--- src/rtl/vec_pe_pkg.sv ---
// Shared types and defaults for the dot-product feeder / PE pair.
package vec_pe_pkg;

    typedef enum logic [1:0] {
        FILL  = 2'd0,
        ISSUE = 2'd1,
        DRAIN = 2'd2
    } state_e;

    localparam int C_DEFAULT       = 8;
    localparam int DEPTH           = $clog2(C_DEFAULT);
    localparam int TIMEOUT_DEFAULT = 64;

endpackage

--- src/rtl/vec_mul_feeder.sv ---
// Packs a serial (x, k) stream into C-lane vectors, runs one PE dot-product
// per vector and hands the result (or a timeout marker) downstream.
module vec_mul_feeder
    import vec_pe_pkg::*;
#(
    parameter int C       = C_DEFAULT,
    parameter int W_X     = 8,
    parameter int W_K     = 8,
    parameter int TIMEOUT = TIMEOUT_DEFAULT
) (
    input  logic             clk,
    input  logic             rst,
    input  logic             in_valid,
    output logic             in_ready,
    input  logic [W_X-1:0]   in_x,
    input  logic [W_K-1:0]   in_k,
    input  logic             in_last,
    output logic             mul_enable,
    output logic [C*W_X-1:0] mul_x,
    output logic [C*W_K-1:0] mul_k,
    input  logic [W_X-1:0]   mul_y,
    input  logic             mul_valid,
    output logic             res_valid,
    input  logic             res_ready,
    output logic [W_X-1:0]   res_data,
    output logic             res_err
);

    localparam int CW = (C > 1) ? $clog2(C) : 1;
    localparam int TW = $clog2(TIMEOUT + 1);

    state_e                  state_q, state_d;
    logic [CW-1:0]           cnt_q, cnt_d;
    logic [TW-1:0]           tcnt_q, tcnt_d;
    logic [C-1:0][W_X-1:0]   x_q, x_d;
    logic [C-1:0][W_K-1:0]   k_q, k_d;
    logic                    in_ready_q, in_ready_d;
    logic                    mul_enable_q, mul_enable_d;
    logic                    res_valid_q, res_valid_d;
    logic [W_X-1:0]          res_data_q, res_data_d;
    logic                    res_err_q, res_err_d;

    always_comb begin
        state_d      = state_q;
        cnt_d        = cnt_q;
        tcnt_d       = tcnt_q;
        x_d          = x_q;
        k_d          = k_q;
        in_ready_d   = in_ready_q;
        mul_enable_d = mul_enable_q;
        res_valid_d  = res_valid_q;
        res_data_d   = res_data_q;
        res_err_d    = res_err_q;

        unique case (state_q)
            FILL: begin
                in_ready_d   = 1'b1;
                mul_enable_d = 1'b0;
                if (in_valid && in_ready_q) begin
                    x_d[cnt_q] = in_x;
                    k_d[cnt_q] = in_k;
                    if (in_last || cnt_q == CW'(C - 1)) begin
                        // Lanes above the closing element are padded so stale data never reaches the PE.
                        for (int i = 0; i < C; i++) begin
                            if (i > int'(cnt_q)) begin
                                x_d[i] = '0;
                                k_d[i] = '0;
                            end
                        end
                        cnt_d        = '0;
                        state_d      = ISSUE;
                        in_ready_d   = 1'b0;
                        mul_enable_d = 1'b1;
                    end else begin
                        cnt_d = cnt_q + 1'b1;
                    end
                end
            end
            ISSUE: begin
                if (mul_valid) begin
                    res_data_d   = mul_y;
                    res_err_d    = 1'b0;
                    res_valid_d  = 1'b1;
                    mul_enable_d = 1'b0;
                    state_d      = DRAIN;
                end else if (tcnt_q == TW'(TIMEOUT - 1)) begin
                    res_data_d   = '0;
                    res_err_d    = 1'b1;
                    res_valid_d  = 1'b1;
                    mul_enable_d = 1'b0;
                    state_d      = DRAIN;
                end else begin
                    tcnt_d = tcnt_q + 1'b1;
                end
            end
            DRAIN: begin
                mul_enable_d = 1'b0;
                in_ready_d   = 1'b0;
                if (res_valid_q && res_ready) begin
                    res_valid_d = 1'b0;
                    tcnt_d      = '0;
                    in_ready_d  = 1'b1;
                    state_d     = FILL;
                end
            end
            default: begin
                state_d = FILL;
            end
        endcase
    end

    always_ff @(posedge clk) begin
        if (rst) begin
            state_q      <= FILL;
            cnt_q        <= '0;
            tcnt_q       <= '0;
            x_q          <= '0;
            k_q          <= '0;
            in_ready_q   <= 1'b0;
            mul_enable_q <= 1'b0;
            res_valid_q  <= 1'b0;
            res_data_q   <= '0;
            res_err_q    <= 1'b0;
        end else begin
            state_q      <= state_d;
            cnt_q        <= cnt_d;
            tcnt_q       <= tcnt_d;
            x_q          <= x_d;
            k_q          <= k_d;
            in_ready_q   <= in_ready_d;
            mul_enable_q <= mul_enable_d;
            res_valid_q  <= res_valid_d;
            res_data_q   <= res_data_d;
            res_err_q    <= res_err_d;
        end
    end

    assign in_ready   = in_ready_q;
    assign mul_enable = mul_enable_q;
    assign mul_x      = x_q;
    assign mul_k      = k_q;
    assign res_valid  = res_valid_q;
    assign res_data   = res_data_q;
    assign res_err    = res_err_q;

endmodule

--- config.mk ---
export PLATFORM = sky130hd
export DESIGN_NAME = vec_mul_feeder
export DESIGN_NICKNAME = d
export VERILOG_FILES = /design/src/rtl/vec_pe_pkg.sv /design/src/rtl/vec_mul_feeder.sv
export SDC_FILE = /design/constraint.sdc
export NUM_CORES = 1
export LEC_CHECK = 0
export BUFFER_PORTS_ARGS = -buffer_cell sky130_fd_sc_hd__buf_2
export CAP_MARGIN = 20
export CORE_ASPECT_RATIO = 1.25
export CORE_UTILIZATION = 51
export CTS_CLUSTER_SIZE = 20
export DETAILED_ROUTE_END_ITERATION = 8
export PLACE_DENSITY = 0.87
export SETUP_SLACK_MARGIN = 0.5
export SKIP_LAST_GASP = 1
export SYNTH_ARGS = -nofsm -noshare
export SYNTH_HDL_FRONTEND = slang
export SYNTH_SLANG_ARGS = --single-unit
export TNS_END_PERCENT = 30
--- constraint.sdc ---
create_clock -name clk -period 2.2 [get_ports clk]
set_input_delay 0.33 -clock clk [delete_from_list [all_inputs] [get_ports clk]]
set_output_delay 0.33 -clock clk [all_outputs]
set_load 0.005 [all_outputs]
==> impl_metrics.py <==
metrics = {
    "synthesis": {
        "synthTopCellsByArea": "dfxtp_1, nand2_1, a21oi_1, ha_1, clkbuf_1",
        "synth_xor_area_share_pct": 0,
        "synthAdderAreaFrac_pct": 2.17,
        "ys_async_sr_fraction_pct": 0,
        "ys.flop_type": "dfxtp_1",
        "synth_compound_area_share_pct": 17.3,
        "ys_ff_latch": 152,
        "syn_nets": 768,
        "synth_area_um2": 5770,
        "synth_cell_types": 44,
        "synth-simple-area-share_pct": 22.8,
        "synthMuxAreaShare_pct": 0.174,
        "ys_warn_count": 0,
        "syn_inst": 728,
        "synth_area_per_cell_um2": 7.92,
        "synth_top_family_by_area": "simple AND/OR/NAND/NOR gates",
        "yosysTopAreaCell": "dfxtp_1",
        "synth-seq-area-share_pct": 52.8,
        "synth_edf_count": 0,
        "post-synth-top-area-fraction_pct": 52.8,
    },
    "min_path": {
        "worstHoldStart": "mul_y[4]",
        "hold_depth": 2,
        "hold_end": "res_data[4]$_SDFFE_PP0P_",
        "hold_class": "primary input to register",
    },
    "timing": {
        "worst_pin_slew_ns": 0.495,
        "setup_viol": 0,
        "fin_crit_ns": 1.77,
        "fin_crit_sh_pct": 80.3,
        "relSlewSlack_pct": 66.9,
        "tns_ns": 0,
        "report.final.slew_viol_count": 0,
        "clock.fmax_ghz": 0.566,
        "worst_clock_skew_ns": 0.00783,
        "hold_violations": 0,
        "rsz0062_at_grt": "true",
    },
    "drt": {
        "wl_um": 17900,
        "drc": 0,
        "drt-pass1-iter-count": 5,
        "top_layer_used": "met4",
        "ant_nets": 0,
        "wl_met3_um": 1630,
        "routedWlPerCell_um": 17.0,
        "drt_iter0_drc": 510,
        "via_per_inst": 5.64,
        "routed-wl-met2_um": 8810,
        "via_count": 5913,
        "met1Wirelength_um": 6470,
    },
    "die": {
        "ios": 170,
        "dieArea_um2": 11700,
        "die-width_um": 97.1,
        "rows": 43,
        "core-area_um2": 11000,
        "die_h_um": 121,
        "start_util_pct": 52.3,
    },
    "critical_path": {
        "cpPeakStageDelay_ns": 0.37,
        "critPathTopFamily": "buffers and inverters",
        "critical_path_class": "register to register",
        "cp.required_ns": 2.55,
        "critPathLaunchType": "register",
        "reg2reg_slack_ns": 0.43,
        "rr_endpoint": "mul_x[36]$_SDFFE_PP0P_",
        "path_cells": "inv_4, ha_4, nand4_1, buf_6, nor3_1, buf_4, nand2_1, a21oi_1",
        "crit_path_end_kind": "register",
        "r2r_start": "state_q[0]$_SDFFE_PP0P_",
        "worstRegToRegCells": 8,
        "cp_num_buf_inv": 3,
        "crit_path_top_delay_cell": "dfxtp_4",
        "cp_max_fo": 16,
        "arrival_ns": 2.11,
    },
    "global_routing": {
        "antenna_found_initial": 0,
        "overflow": 0,
        "first_global_vias": 5253,
        "grt_pass1_wl_um": 25800,
        "grt_use_total_pct": 27.8,
        "grt_max_degree": 24,
    },
    "clock_network": {
        "root_buffer": "clkbuf_16",
        "cts-buffers-inserted": 17,
        "cts_tree": "done",
        "clkSinkCount": 152,
        "clkSlewWorstSetupHoldPaths_ns": 0.06,
        "htree_levels": 4,
        "worstSkewPairLatency_ns": 0.42,
        "cts_buffer_depth": 2,
    },
    "power": {
        "irDropWorstVdd_mv": 0.481,
        "leakage_nw": 3.22,
        "p_per_area_nw_per_um2": 801,
    },
    "final_layout": {
        "post-route-util_pct": 69.9,
        "area_growth_pct": 33.7,
        "layout.nets": 942,
        "fillers": 796,
        "drive_gt1_share_pct": 30.6,
        "n_antenna_cell": 0,
    },
    "job": {
        "maxCapViolCount": 0,
    },
    "outcome": {
        "status": "completed",
    },
    "placement": {
        "gp_congestion": 0.924,
        "port_buffers": 169,
        "dp_hpwl_um": 11100,
    },
}
synthesized netlist by cell type (3+ instances only):
cell type,number
nand3b_1,4
nand2b_1,3
clkbuf_1,33
or3_1,6
nand2_1,267
dfxtp_1,152
nor2b_1,3
nand3_1,8
inv_1,7
o21ai_0,7
buf_2,20
and3_1,5
a211oi_1,3
a22o_1,8
nor2_1,13
ha_1,10
nor3_1,6
a21oi_1,139
flip-flops by register name, summed over array words and instances, names as in the netlist, 2 cells and up:
| signal | flops |
|---|---|
| res_data | 8 |
| mul_k | 64 |
| mul_x | 64 |
| tcnt_q | 7 |
| state_q | 2 |
| cnt_q | 3 |
through the flow:
step / power (mW) / instances / setup slack [ns] / instance area (µm²) / hold slack [ns]
floorplan: 3.05 / 728 / 0.386 / 5810 / 0.423
global placement: 3.18 / 1000 / 0.316 / 6750 / 0.427
detailed placement: 3.18 / 1000 / 0.258 / 6750 / 0.433
CTS: 6.14 / 1036 / 0.433 / 7440 / 0.111
global route: 6.35 / 1049 / 0.354 / 7710 / 0.113
finish: 6.17 / 1049 / 0.434 / 7710 / 0.116
metal layers:
metal / track usage, % / up-vias
li1: - / 2763
met1: 31.6 / 2699
met2: 48.2 / 372
met3: 6.91 / 79
met4: 14.6 / 0
met5: 0 / -
cell type report:
class	instances	area, µm²	share of cell area (%)
Sequential cell	152	3060	39.6
Multi-Input combinational cell	515	2670	34.6
Timing Repair Buffer	208	1170	15.2
Clock buffer	19	433	5.62
Clock inverter	12	176	2.29
Tap cell	135	169	2.19
Inverter	8	35.0	0.455
report_power, final:
part	switching [mW]	total [mW]	internal, mW
Sequential	0.0219	2.80	2.78
Combinational	0.245	0.374	0.129
Clock	1.10	2.99	1.89
cell families after synthesis:
logic type	after synthesis
adders and majority gates	10
AOI/OAI and AO/OA	178
buffers and inverters	64
and+or+nand+nor	323
muxes	1
DFF	152
cells in the final DEF, fill, tap and decap left out, drive strengths merged, types with 2 or more instances in the layout:
master,Yosys,final
a311oi,2,2
nand3b,4,4
and3,5,5
o21ai,9,9
nand2,267,267
o31ai,2,2
or4,2,2
buf,21,207
or3,6,9
nor2,13,13
bufinv,0,4
clkbuf,35,20
clkinvlp,0,2
clkinv,1,6
ha,10,10
nand2b,3,3
a21oi,139,139
a31oi,2,2
inv,7,8
nand4,2,2
or2,2,2
a21o,2,2
nor2b,3,3
dfxtp,152,152
a211oi,3,3
nor3,6,6
nand3,8,8
a22o,8,8
worst max path at each step:
stage / from / end / depth (start not counted)
6_report: state_q[0]$_SDFFE_PP0P_ / mul_x[36]$_SDFFE_PP0P_ / 8
5_1_grt: state_q[0]$_SDFFE_PP0P_ / mul_k[36]$_SDFFE_PP0P_ / 8
4_1_cts: tcnt_q[0]$_SDFFE_PP0P_ / mul_enable$_SDFFE_PP0P_ / 5
3_5_place_dp: state_q[0]$_SDFFE_PP0P_ / mul_k[10]$_SDFFE_PP0P_ / 6
3_3_place_gp: state_q[0]$_SDFFE_PP0P_ / mul_k[13]$_SDFFE_PP0P_ / 6
2_1_floorplan: state_q[1]$_SDFFE_PP0P_ / mul_k[10]$_SDFFE_PP0P_ / 9
what timing repair did:
item                                    CTS  global route
pin swaps                                 1             9
endpoints found under the setup margin  134           131
resized for setup                         9            55
cloned                                    0             7
buffers inserted                          5             6
hold buffers                              0             0
Note: power is estimated with default switching activity, not from simulation.
